`config.mk`:
```
export PLATFORM = sky130hd
export DESIGN_NAME = stopwatch_counter_gen
export DESIGN_NICKNAME = d
export VERILOG_FILES = /design/src/rtl/stopwatch_counter_gen.sv
export SDC_FILE = /design/constraint.sdc
export NUM_CORES = 1
export LEC_CHECK = 0
export BUFFER_PORTS_ARGS = -buffer_cell sky130_fd_sc_hd__buf_2
export CAP_MARGIN = 10
export CELL_PAD_IN_SITES_DETAIL_PLACEMENT = 0
export CELL_PAD_IN_SITES_GLOBAL_PLACEMENT = 2
export CORE_MARGIN = 2
export CORE_UTILIZATION = 28
export CTS_CLUSTER_SIZE = 20
export DETAILED_ROUTE_END_ITERATION = 10
export PLACE_DENSITY_LB_ADDON = 0.1
export SLEW_MARGIN = 40
export SYNTH_ARGS = -nofsm -noshare
export SYNTH_HDL_FRONTEND = slang
export SYNTH_SLANG_ARGS = --single-unit
```
`constraint.sdc`:
```
create_clock -name clk -period 1.95 [get_ports clk]
set_input_delay 0.39 -clock clk [delete_from_list [all_inputs] [get_ports clk]]
set_output_delay 0.39 -clock clk [all_outputs]
set_load 0.05 [all_outputs]
```
`src/rtl/stopwatch_counter_gen.sv`:
```
// stopwatch_counter_gen
// Minutes/seconds timekeeping core sitting between the tick prescaler and
// the 7-segment formatter. Tick strobes act as clock enables; everything
// runs on the single system clock.
// Optional lap capture is compiled in when LAP_CAPTURE_EN is defined;
// otherwise the lap outputs are tied to zero and lap_req is ignored.

module stopwatch_counter_gen #(
   parameter int MIN_W   = 6,
   parameter int SEC_W   = 6,
   parameter int MIN_MAX = 59,
   parameter int SEC_MAX = 59
) (
   input  logic             clk,
   input  logic             rst,
   input  logic             tick_run,
   input  logic             tick_adj,
   input  logic [1:0]       mode,
   input  logic             count_down,
   input  logic             clear,
   input  logic             lap_req,
   output logic [MIN_W-1:0] mins,
   output logic [SEC_W-1:0] secs,
   output logic             rollover,
   output logic             done,
   output logic             lap_valid,
   output logic [MIN_W-1:0] lap_mins,
   output logic [SEC_W-1:0] lap_secs
);

   localparam logic [0:0] ST_COUNT = 1'b0;
   localparam logic [0:0] ST_DONE  = 1'b1;

   localparam logic [1:0] MODE_RUN     = 2'b00;
   localparam logic [1:0] MODE_ADJ_MIN = 2'b01;
   localparam logic [1:0] MODE_ADJ_SEC = 2'b10;

   localparam logic [MIN_W-1:0] MIN_TOP  = MIN_W'(MIN_MAX);
   localparam logic [MIN_W-1:0] MIN_ONE  = MIN_W'(1);
   localparam logic [MIN_W-1:0] MIN_ZERO = '0;
   localparam logic [SEC_W-1:0] SEC_TOP  = SEC_W'(SEC_MAX);
   localparam logic [SEC_W-1:0] SEC_ONE  = SEC_W'(1);
   localparam logic [SEC_W-1:0] SEC_ZERO = '0;

   logic [0:0]       state;
   logic [0:0]       state_nxt;
   logic [MIN_W-1:0] mins_nxt;
   logic [SEC_W-1:0] secs_nxt;
   logic             roll_nxt;
   logic             active_tick;

   // Run and pause follow the slow strobe, the adjust modes the fast one.
   always_comb begin
      active_tick = 1'b0;
      if (mode == MODE_ADJ_MIN || mode == MODE_ADJ_SEC)
         active_tick = tick_adj;
      else
         active_tick = tick_run;
   end

   // Next value of the counters and FSM for an active strobe; holds otherwise.
   always_comb begin
      mins_nxt  = mins;
      secs_nxt  = secs;
      state_nxt = state;
      roll_nxt  = 1'b0;
      if (active_tick) begin
         case (mode)
            MODE_RUN: begin
               if (state == ST_COUNT) begin
                  if (!count_down) begin
                     if (secs != SEC_TOP) begin
                        secs_nxt = secs + SEC_ONE;
                     end else if (mins != MIN_TOP) begin
                        secs_nxt = SEC_ZERO;
                        mins_nxt = mins + MIN_ONE;
                     end else begin
                        secs_nxt = SEC_ZERO;
                        mins_nxt = MIN_ZERO;
                        roll_nxt = 1'b1;
                     end
                  end else begin
                     if (secs != SEC_ZERO) begin
                        secs_nxt = secs - SEC_ONE;
                        if (mins == MIN_ZERO && secs == SEC_ONE)
                           state_nxt = ST_DONE;
                     end else if (mins != MIN_ZERO) begin
                        secs_nxt = SEC_TOP;
                        mins_nxt = mins - MIN_ONE;
                     end else begin
                        state_nxt = ST_DONE;
                     end
                  end
               end
            end
            MODE_ADJ_MIN: begin
               if (count_down)
                  mins_nxt = (mins == MIN_ZERO) ? MIN_TOP : mins - MIN_ONE;
               else
                  mins_nxt = (mins == MIN_TOP) ? MIN_ZERO : mins + MIN_ONE;
               state_nxt = ST_COUNT;
            end
            MODE_ADJ_SEC: begin
               if (count_down)
                  secs_nxt = (secs == SEC_ZERO) ? SEC_TOP : secs - SEC_ONE;
               else
                  secs_nxt = (secs == SEC_TOP) ? SEC_ZERO : secs + SEC_ONE;
               state_nxt = ST_COUNT;
            end
            default: begin
               mins_nxt = mins;
            end
         endcase
      end
   end

   // Counter and FSM registers; clear beats any tick in the same cycle.
   always_ff @(posedge clk or posedge rst) begin
      if (rst) begin
         mins     <= MIN_ZERO;
         secs     <= SEC_ZERO;
         rollover <= 1'b0;
         state    <= ST_COUNT;
      end else if (clear) begin
         mins     <= MIN_ZERO;
         secs     <= SEC_ZERO;
         rollover <= 1'b0;
         state    <= ST_COUNT;
      end else begin
         mins     <= mins_nxt;
         secs     <= secs_nxt;
         rollover <= roll_nxt;
         state    <= state_nxt;
      end
   end

   assign done = (state == ST_DONE);

`ifdef LAP_CAPTURE_EN
   // Lap capture grabs the value as it was before this cycle's tick.
   always_ff @(posedge clk or posedge rst) begin
      if (rst) begin
         lap_valid <= 1'b0;
         lap_mins  <= MIN_ZERO;
         lap_secs  <= SEC_ZERO;
      end else if (!clear && lap_req) begin
         lap_valid <= 1'b1;
         lap_mins  <= mins;
         lap_secs  <= secs;
      end
   end
`else
   logic unused_lap_req;
   assign unused_lap_req = lap_req;
   assign lap_valid      = 1'b0;
   assign lap_mins       = MIN_ZERO;
   assign lap_secs       = SEC_ZERO;
`endif

endmodule

```
==> flow_summary.json, run 1 <==
{
  "run_status": "finished clean",
  "clkLatencyLatePin_ps": 250,
  "wl_per_cell_um": 14.8,
  "rsz0062_at_grt": "false",
  "hold-worst-slack_ps": 200,
  "cts.root.buffer_cell": "sky130_fd_sc_hd__clkbuf_8",
  "drv.max_cap_violation_count": 0,
  "io_pins": 36,
  "final_net_count": 254,
  "worst_slew_pin_slew_ps": 605,
  "dominantRegCellSynth": "sky130_fd_sc_hd__dfrtp_1",
  "vias_per_cell": 5.06,
  "timing.final.crit_period_ps": 1820,
  "final_max_slew_viol_count": 0,
  "top_library_cells_by_usage_in_the_layout_fill_and_taps_aside": "sky130_fd_sc_hd__buf_4, sky130_fd_sc_hd__buf_2, sky130_fd_sc_hd__a21oi_1",
  "place_hpwl_um": 3490,
  "multi_input_area_sq_um": 1040,
  "edff_count_synth": 0,
  "route.vias.total": 1538,
  "floorplan.die.width_um": 78.1,
  "rows": 26,
  "tritoncts": "built",
  "r2r-start": "secs[0]",
  "floorplan.die.height_um": 78.1,
  "number_of_antenna_violations_at_the_first_check_in_global_routing": 0,
  "cts-htree-levels": 1,
  "synthesis.area_sq_um": 1540,
  "cts_hold_buffers": 0,
  "place_congestion": 0.854,
  "syn_inst": 187,
  "nFillCells": 565,
  "static-leakage-power_uw": 0.000904,
  "drive_gt1_frac": 0.308,
  "vdd_drop_max_mv": 0.380,
  "grt_overflow": 0,
  "clock_tree.buffer_depth": 2,
  "dpl_cell_area_sq_um": 1860,
  "finalWirelength_um": 4510,
  "crit-reg2reg-capture": "mins[5]",
  "synthesis.yosys.warnings": 0,
  "overall_power_of_the_completed_layout_uw": 1980,
  "report.final.setup_viol": 0,
  "timing.critical_path.required_ps": 2110,
  "synthesis.area_per_instance_sq_um": 8.22,
  "cts.sink_count": 14,
  "seqCellArea_sq_um": 355,
  "globalRouteTotalUtil": 0.155,
  "hold_viol": 0,
  "layout_commonest_cell": "sky130_fd_sc_hd__buf_4",
  "number_of_cells_on_the_worst_reg_to_reg_path": 7,
  "initial_core_util": 0.295,
  "place.port_buffers": 21,
  "power_density_nw_per_um2": 1030,
  "finalClockSkew_ps": 1.69,
  "detail_route.drc_violations": 0,
  "fin_util": 0.371,
  "start_kind": "register",
  "insertedDiodeCount": 0,
  "via_count_of_the_first_global_routing_pass": 1484,
  "capturing_element_type_of_the_critical_path": "register",
  "synth.yosys.seq_area_share": 0.228,
  "worst_hold_path_type": "in2async",
  "ys_ff_latch": 14,
  "dpl.cell_count": 299,
  "drt_first_iter_violations": 131,
  "placeableCoreArea_sq_um": 5200,
  "highest_achievable_clock_rate_mhz": 550,
  "detailedRoute.firstPassIterationCount": 4,
  "critical_path_arrival_ps": 1980,
  "path_clk_slew_ps": 70,
  "post-route-cell-area_sq_um": 1930,
  "grt_first_pass_wirelength_um": 7650,
  "numCtsBuffers": 3,
  "post_synth_num_cell_types": 51,
  "floorplan.die_area_sq_um": 6100,
  "max-slew-margin-rel": 0.596,
  "grt_max_degree": 15,
  "detail-route-antenna-nets": 0,
  "setup.worst_path.class": "reg2reg",
  "area_growth_syn_to_layout_pct": 25.7,
  "crit_fanout": 7,
  "min_period_over_period": 0.932,
  "post_synthesis_async_set_or_reset_flop_share": 1.00,
  "layoutNonFillerInstCount": 304,
  "r2r_setup_slack_ps": 130
}
-- area by class of cell --
cell class,instances,share of cell area
Clock buffer,4,0.0285
Inverter,11,0.0214
Multi-Input combinational cell,151,0.539
Sequential cell,14,0.184
Tap cell,70,0.0453
Timing Repair Buffer,54,0.183
-- worst max-delay path: stages (launching register included) --
cell,delay [ps]
sky130_fd_sc_hd__dfrtp_2,440
sky130_fd_sc_hd__inv_1,110
sky130_fd_sc_hd__ha_1,190
sky130_fd_sc_hd__nor2b_4,170
sky130_fd_sc_hd__nand3_2,130
sky130_fd_sc_hd__o221ai_4,340
sky130_fd_sc_hd__a31oi_1,140
sky130_fd_sc_hd__a211oi_1,210
-- kinds of logic (layout without fill, tap and decap cells) --
group,count (synthesis),in the layout,synth area share
XOR/XNOR,2,2,0.0114
AND/OR/NAND/NOR,70,70,0.277
other,1,13,0.00244
buffers and inverters,34,69,0.133
flip-flops,14,14,0.228
AO/OA/AOI/OAI,55,55,0.260
multiplexers,1,1,0.00651
adder cells (fa/ha/maj),10,10,0.0814
-- metal layers --
| layer | global-route usage | vias to the layer above | wire length [um] |
|---|---|---|---|
| met5 | 0 | - | 0 |
| met4 | 0.0263 | 0 | 9 |
| met3 | 0.0241 | 2 | 200 |
| met2 | 0.234 | 43 | 1980 |
| met1 | 0.234 | 726 | 2320 |
| li1 | - | 767 | - |
-- how the worst max path moves through the flow --
stage | startpoint | cells past startpoint | slack [ps] | endpoint
global route | secs[0] | 7 | 10 | mins[5]
detailed placement | mode[0] | 8 | -80 | secs[0]
floorplan | secs[0] | 6 | 9 | mins[4]
global placement | mode[0] | 8 | -6 | secs[0]
finish | secs[0] | 7 | 130 | mins[5]
CTS | secs[0] | 7 | 80 | mins[4]
-- flip-flops by register name (all words and copies together) (netlist names) --
register and count:
mins 6, secs 6, done 1, rollover 1
-- cell usage after synthesis, drive strengths merged (2+ instances only) --
cell type,instances,area share
buf,19,0.097
a21oi,16,0.052
dfrtp,14,0.23
inv,11,0.027
nor2,11,0.039
ha,10,0.081
nand3,9,0.033
nand2,8,0.020
nand2b,8,0.033
nor3,8,0.033
o21ai,8,0.026
nor2b,6,0.024
nor4,6,0.024
o31ai,6,0.029
a31oi,4,0.016
clkbuf,4,0.0098
a211oi,3,0.015
and3,3,0.012
a211o,2,0.011
a21o,2,0.0098
and4,2,0.011
nand4,2,0.0081
nor4b,2,0.011
o2111ai,2,0.011
o221ai,2,0.023
-- report_power, final --
part,leakage [uW],total (uW),switching (uW),internal [uW]
combinational,0.000693,1230,761,471
clock,0.0000288,303,123,179
sequential,0.000182,450,98.5,352
-- per-stage QoR --
step / setup TNS [ps] / setup WS [ps]
6_report: 0 / 132
5_1_grt: 0 / 10.3
4_1_cts: 0 / 83.2
3_5_place_dp: -210 / -81.7
3_3_place_gp: -5.61 / -5.61
2_1_floorplan: 0 / 8.77
-- what timing repair did --
item	in CTS	in global routing
setup endpoints to repair	0	2
gates resized for setup	0	2
hold endpoints to repair	0	0
setup buffers	0	1
No activity file was read; power rests on OpenSTA's default activity.
==> run 2, diff against run 1 <==
PLACE_DENSITY = 0.76   (was not set)
PLACE_DENSITY_LB_ADDON = not set   (was 0.1)
==> run 2 against run 1 <==
Compared with the run above: combinational power barely moved; clock-buffer cell count did not move; critical endpoint is now mins[2]; largest cell class unchanged; register-to-register slack is essentially flat; clock skew increased by 7.2 ps; routed wire length down 5.7%; maximum frequency shrank 0.37%; cell area fell by 1.9%; cell count down 1.6%; global-route usage decreased by 0.87 points; sequential share of layout area up 0.36 points; sequential power down 1%; largest power group unchanged; power decreased by 3.8%.
==> flow_summary.json, run 2 (synthesized netlist as in run 1, its figures left out) <==
{
  "area_growth_syn_to_layout_pct": 23.3,
  "hold_viol": 0,
  "post-route-worst-setup-slack_ps": 125,
  "capturing_element_type_of_the_critical_path": "register",
  "setup.worst_path.class": "reg2reg",
  "multi_input_area_sq_um": 1050,
  "timing.final.crit_period_ps": 1820,
  "clock_tree.buffer_depth": 2,
  "vdd_drop_max_mv": 0.491,
  "report.final.setup_viol": 0,
  "critical_path_arrival_ps": 1990,
  "detail-route-antenna-nets": 0,
  "fin_util": 0.364,
  "power_report.internal_total_uw": 939,
  "rsz0062_at_grt": "false",
  "power_switching_share": 0.508,
  "finalWirelength_um": 4250,
  "place_hpwl_um": 3140,
  "grt_max_degree": 21,
  "vias_per_cell": 5.07,
  "number_of_antenna_violations_at_the_first_check_in_global_routing": 0,
  "floorplan.die_area_sq_um": 6100,
  "comb_power_share": 0.632,
  "crit_fanout": 7,
  "timing.critical_path.required_ps": 2120,
  "static-leakage-power_uw": 0.000875,
  "top_library_cells_by_usage_in_the_layout_fill_and_taps_aside": "sky130_fd_sc_hd__buf_4, sky130_fd_sc_hd__buf_2, sky130_fd_sc_hd__a21oi_1",
  "final_net_count": 249,
  "detailedRoute.firstPassIterationCount": 4,
  "place_congestion": 0.756,
  "post-place-ws_ps": -56.1,
  "switching_power_uw": 969,
  "number_of_cells_on_the_worst_reg_to_reg_path": 7,
  "start_kind": "register",
  "detail_route.drc_violations": 0,
  "io_pins": 36,
  "max-slew-margin-rel": 0.585,
  "grt_overflow": 0,
  "seqCellArea_sq_um": 355,
  "run_status": "finished clean",
  "drive_gt1_frac": 0.301,
  "drt_first_iter_violations": 73,
  "cts.sink_count": 14,
  "initial_core_util": 0.295,
  "floorplan.die.height_um": 78.1,
  "insertedDiodeCount": 0,
  "final_max_slew_viol_count": 0,
  "highest_achievable_clock_rate_mhz": 548,
  "path_clk_slew_ps": 70,
  "grt_first_pass_wirelength_um": 7200,
  "cts_hold_buffers": 0,
  "power_density_nw_per_um2": 1010,
  "wl_per_cell_um": 14.2,
  "cts.root.buffer_cell": "sky130_fd_sc_hd__clkbuf_8",
  "rows": 26,
  "tritoncts": "built",
  "r2r-start": "secs[0]",
  "drv.max_cap_violation_count": 0,
  "layout_commonest_cell": "sky130_fd_sc_hd__buf_4",
  "totalNegativeSetupSlack_ps": 0,
  "sequential_cell_fraction_of_total_power": 0.233,
  "power.share.clock": 0.135,
  "timing.critical_path.from": "secs[0]",
  "globalRouteTotalUtil": 0.146,
  "floorplan.die.width_um": 78.1,
  "placeableCoreArea_sq_um": 5200,
  "numCtsBuffers": 3,
  "clkLatencyLatePin_ps": 250,
  "place.port_buffers": 21,
  "route.vias.total": 1515,
  "worst_hold_path_type": "in2async",
  "via_count_of_the_first_global_routing_pass": 1432,
  "largestRegisters": "mins: 6 flops, secs: 6 flops",
  "finalClockSkew_ps": 8.84,
  "cts-htree-levels": 1,
  "nFillCells": 580,
  "min_period_over_period": 0.936,
  "worst_slew_pin_slew_ps": 622
}
run 2: worst paths after layout:
| check | end | slack, ps |
|---|---|---|
| setup / recovery | mins[2] | 130 |
| hold / removal | secs[5] | 210 |
| setup reg to reg | mins[2] | 130 |
| hold reg to reg | secs[1] | 560 |
| max in group asynchronous | mins[1] | 1300 |
| min in group clk | done | 320 |
run 2: what timing repair did:
action | 4_1_cts | 5_1_grt
endpoints found under the setup margin | 0 | 11
resized for setup | 0 | 6
setup buffers | 0 | 5
run 2: metal layers:
layer / global-route usage / wire (um) / vias up
li1: - / - / 753
met1: 0.215 / 2160 / 721
met2: 0.224 / 1880 / 37
met3: 0.0264 / 189 / 4
met4: 0.0263 / 29 / 0
met5: 0 / 0 / -
run 2: critical path: stages (launching register included):
cell	delay [ps]
sky130_fd_sc_hd__dfrtp_2	420
sky130_fd_sc_hd__ha_1	190
sky130_fd_sc_hd__nor2b_1	160
sky130_fd_sc_hd__nand4_1	250
sky130_fd_sc_hd__o221ai_4	350
sky130_fd_sc_hd__buf_4	170
sky130_fd_sc_hd__nand3_1	70
sky130_fd_sc_hd__a21oi_1	140
run 2: final cells by class:
class                   instances  area share
multi-input cells             151       0.554
well taps                      70      0.0462
repair buffers                 49       0.166
clock buffers                   4      0.0238
flip-flops and latches         14       0.187
inverters                      11      0.0218
run 2: power groups by stage:
stage	logic [uW]	clock network [uW]	registers, uW
final	1210	258	445
after global routing	1320	276	460
after global placement	1140	0	448
after floorplan	674	0	642
after detailed placement	1130	0	449
after CTS	1140	266	444
run 2: metrics by stage:
stage          power, uW  hold slack (ps)  cells  cell area (sq um)
2_1_floorplan       1320              279    199               1590
3_3_place_gp        1580              502    290               1790
3_5_place_dp        1580              506    290               1790
4_1_cts             1850              232    294               1840
5_1_grt             2060              269    299               1900
6_report            1910              205    299               1900
==> run 3, diff against run 2 <==
--- a/config.mk
+++ b/config.mk
@@ -6,4 +6,5 @@
 export NUM_CORES = 1
 export LEC_CHECK = 0
+export ABC_AREA = 1
 export BUFFER_PORTS_ARGS = -buffer_cell sky130_fd_sc_hd__buf_2
 export CAP_MARGIN = 10
@@ -11,5 +12,5 @@
 export CELL_PAD_IN_SITES_GLOBAL_PLACEMENT = 2
 export CORE_MARGIN = 2
-export CORE_UTILIZATION = 28
+export CORE_UTILIZATION = 26
 export CTS_CLUSTER_SIZE = 20
 export DETAILED_ROUTE_END_ITERATION = 10
==> constraint.sdc (replaced) <==
create_clock -name clk -period 1.95 [get_ports clk]
set_input_delay 0.39 -clock clk [delete_from_list [all_inputs] [get_ports clk]]
set_output_delay 0.39 -clock clk [all_outputs]
set_load 0.02 [all_outputs]
==> run 3 against run 2 <==
Compared with the run above: sequential power is 6.5% higher; global-route usage is 1.4 points lower; via count is 6.9% lower; maximum frequency is 6.5% higher; die area is 4.1% higher.
==> flow_summary.json, run 3 <==
{
  "run_status": "finished clean",
  "floorplan.die.width_um": 79.7,
  "cts_hold_buffers": 0,
  "synth_area_leaders": "sky130_fd_sc_hd__dfrtp_1, sky130_fd_sc_hd__nand2_1, sky130_fd_sc_hd__ha_1, sky130_fd_sc_hd__nand3_1, sky130_fd_sc_hd__buf_4",
  "layout_commonest_cell": "sky130_fd_sc_hd__nand2_1",
  "wl_per_cell_um": 11.7,
  "vdd_drop_max_mv": 0.292,
  "crit_chain": "inv_1 -> ha_1 -> nand3_4 -> nand3_1 -> nand2_2 -> nor2_8 -> inv_2 -> nand2_1 -> nand2_1",
  "largestRegisters": "mins: 6 flops, secs: 6 flops",
  "finalClockSkew_ps": 2.70,
  "stage_delay_of_the_slowest_cell_on_the_critical_path_ps": 470,
  "via_count_of_the_first_global_routing_pass": 1297,
  "synth_common_cells": "sky130_fd_sc_hd__nand2_1, sky130_fd_sc_hd__inv_1, sky130_fd_sc_hd__nand3_1, sky130_fd_sc_hd__nor2_1, sky130_fd_sc_hd__o21ai_0",
  "insertedDiodeCount": 0,
  "edff_count_synth": 0,
  "rows": 27,
  "placeableCoreArea_sq_um": 5510,
  "crit_fanout": 10,
  "drive_gt1_frac": 0.201,
  "timing.critical_path.required_ps": 2100,
  "capturing_element_type_of_the_critical_path": "register",
  "post_synth_num_cell_types": 26,
  "worst_slew_pin_slew_ps": 626,
  "critical_path.slowest_cell": "sky130_fd_sc_hd__dfrtp_1",
  "synthesis.yosys.warnings": 0,
  "final_max_slew_viol_count": 0,
  "synthDominantAreaCellType": "sky130_fd_sc_hd__dfrtp_1",
  "place_congestion": 0.786,
  "power_report.internal_total_uw": 968,
  "detail-route-antenna-nets": 0,
  "power_switching_share": 0.496,
  "synthesis.area_per_instance_sq_um": 6.77,
  "comb_power_share": 0.592,
  "synthesis.area_sq_um": 1490,
  "place.port_buffers": 21,
  "initial_core_util": 0.270,
  "power_density_nw_per_um2": 1100,
  "tritoncts": "built",
  "max-slew-margin-rel": 0.582,
  "nFillCells": 603,
  "clkLatencyLatePin_ps": 260,
  "path_clk_slew_ps": 70,
  "hold_viol": 0,
  "dpl_cell_area_sq_um": 1680,
  "totalNegativeSetupSlack_ps": 0,
  "area_growth_syn_to_layout_pct": 16.7,
  "globalRouteTotalUtil": 0.132,
  "finalWirelength_um": 3760,
  "cts.sink_count": 14,
  "switching_power_uw": 951,
  "io_pins": 36,
  "report.final.setup_viol": 0,
  "cts_setup_buffers": 0,
  "vias_per_cell": 4.40,
  "grt_overflow": 0,
  "path_common_cell": "sky130_fd_sc_hd__nand2_1",
  "numCtsBuffers": 3,
  "critPathTopFamily": "simple AND/OR/NAND/NOR gates",
  "detail_route.drc_violations": 0,
  "setup.worst_path.class": "reg2reg",
  "ys_ff_latch": 14,
  "synth_top_area_share": 0.235,
  "highest_achievable_clock_rate_mhz": 584,
  "worst_hold_path_type": "in2async",
  "floorplan.die.height_um": 79.7,
  "detailedRoute.firstPassIterationCount": 4,
  "timing.critical_path.from": "secs[0]",
  "min_period_over_period": 0.879,
  "drt_first_iter_violations": 62,
  "timing.final.crit_period_ps": 1710,
  "clock_tree.buffer_depth": 2,
  "critical_path_arrival_ps": 1860,
  "dominantRegCellSynth": "sky130_fd_sc_hd__dfrtp_1",
  "yosysMostFrequentCell": "sky130_fd_sc_hd__nand2_1",
  "timing.critical_path.buf_inv": 2,
  "cts-htree-levels": 1,
  "cts.root.buffer_cell": "sky130_fd_sc_hd__clkbuf_8",
  "final_net_count": 269,
  "synth.yosys.seq_area_share": 0.235,
  "r2r-start": "secs[0]",
  "grt_first_pass_wirelength_um": 6530,
  "number_of_antenna_violations_at_the_first_check_in_global_routing": 0,
  "ctsResizeCount": 0,
  "top_library_cells_by_usage_in_the_layout_fill_and_taps_aside": "sky130_fd_sc_hd__nand2_1, sky130_fd_sc_hd__inv_1, sky130_fd_sc_hd__nand3_1",
  "route.vias.total": 1411,
  "post_synthesis_async_set_or_reset_flop_share": 1.00,
  "start_kind": "register",
  "drv.max_cap_violation_count": 0,
  "sequential_cell_fraction_of_total_power": 0.247,
  "grt_max_degree": 15,
  "post-route-cell-area_sq_um": 1740,
  "hold-worst-slack_ps": 202,
  "syn_inst": 220,
  "static-leakage-power_uw": 0.000919,
  "place_hpwl_um": 2950,
  "floorplan.die_area_sq_um": 6350,
  "rsz0062_at_grt": "false",
  "power.share.clock": 0.162
}
-- run 3: cell types whose count changed in the layout (fill, tap and decap cells not counted), sizes merged, moves of 6 or more --
cell    delta
nor2b      -6
o21ai     +14
nor3       -6
nor2      +14
inv       +15
nor4       -6
a21oi      -9
nand2b     -8
nand3     +16
buf       -19
o31ai      -6
nand2     +48
-- run 3: layout make-up --
type                       instances  area, sq um  share of cell area
sequential                        14          350               0.202
tap                               72         90.1              0.0518
inverter                          26         97.6              0.0562
clock buffer                       4         55.1              0.0317
multi-input combinational        175          960               0.552
timing repair buffer              30          185               0.107
-- run 3: final timing paths --
check | depth (start not counted) | slack [ps] | end
setup / recovery | 9 | 240 | mins[1]
hold / removal | 2 | 200 | secs[3]
setup reg to reg | 9 | 240 | mins[1]
hold reg to reg | 2 | 570 | done
max in group asynchronous | 2 | 1340 | mins[0]
min in group clk | 4 | 420 | done
-- run 3: cell families (layout without fill, tap and decap cells) --
| group | count (synthesis) | in the layout | share of synthesized area |
|---|---|---|---|
| simple gates | 114 | 114 | 0.378 |
| buf+inv | 43 | 60 | 0.150 |
| compound gates | 30 | 30 | 0.103 |
| flops | 14 | 14 | 0.235 |
| fa+ha+maj | 10 | 10 | 0.0840 |
| xor+xnor | 8 | 8 | 0.0471 |
| other cells | 1 | 13 | 0.00252 |
-- run 3: per-stage QoR --
stage / worst slack, ps / total power, uW / instances / util
finish: 237 / 1920 / 321 / 0.316
global route: 54.1 / 2120 / 321 / 0.316
CTS: 223 / 1940 / 321 / 0.316
detailed placement: 173 / 1630 / 317 / 0.306
global placement: 179 / 1640 / 317 / 0.306
floorplan: 321 / 1320 / 232 / -
-- run 3: power by group through the flow --
stage	sequential (uW)	combinational, uW	clock [uW]
after CTS	478	1150	316
after global routing	493	1290	337
after floorplan	565	756	0
after detailed placement	484	1140	0
final	474	1130	310
after global placement	485	1150	0
-- run 3: worst register-to-register path: stages (launching register included) --
cell	delay [ps]
sky130_fd_sc_hd__dfrtp_1	470
sky130_fd_sc_hd__inv_1	140
sky130_fd_sc_hd__ha_1	280
sky130_fd_sc_hd__nand3_4	140
sky130_fd_sc_hd__nand3_1	110
sky130_fd_sc_hd__nand2_2	90
sky130_fd_sc_hd__nor2_8	200
sky130_fd_sc_hd__inv_2	80
sky130_fd_sc_hd__nand2_1	60
sky130_fd_sc_hd__nand2_1	50
-- run 3: layer usage --
metal,vias to the layer above,GRT usage,routed length [um]
met2,37,0.190,1610
met1,624,0.200,1920
met3,5,0.0170,163
met5,-,0,0
li1,745,-,-
met4,0,0.0466,61
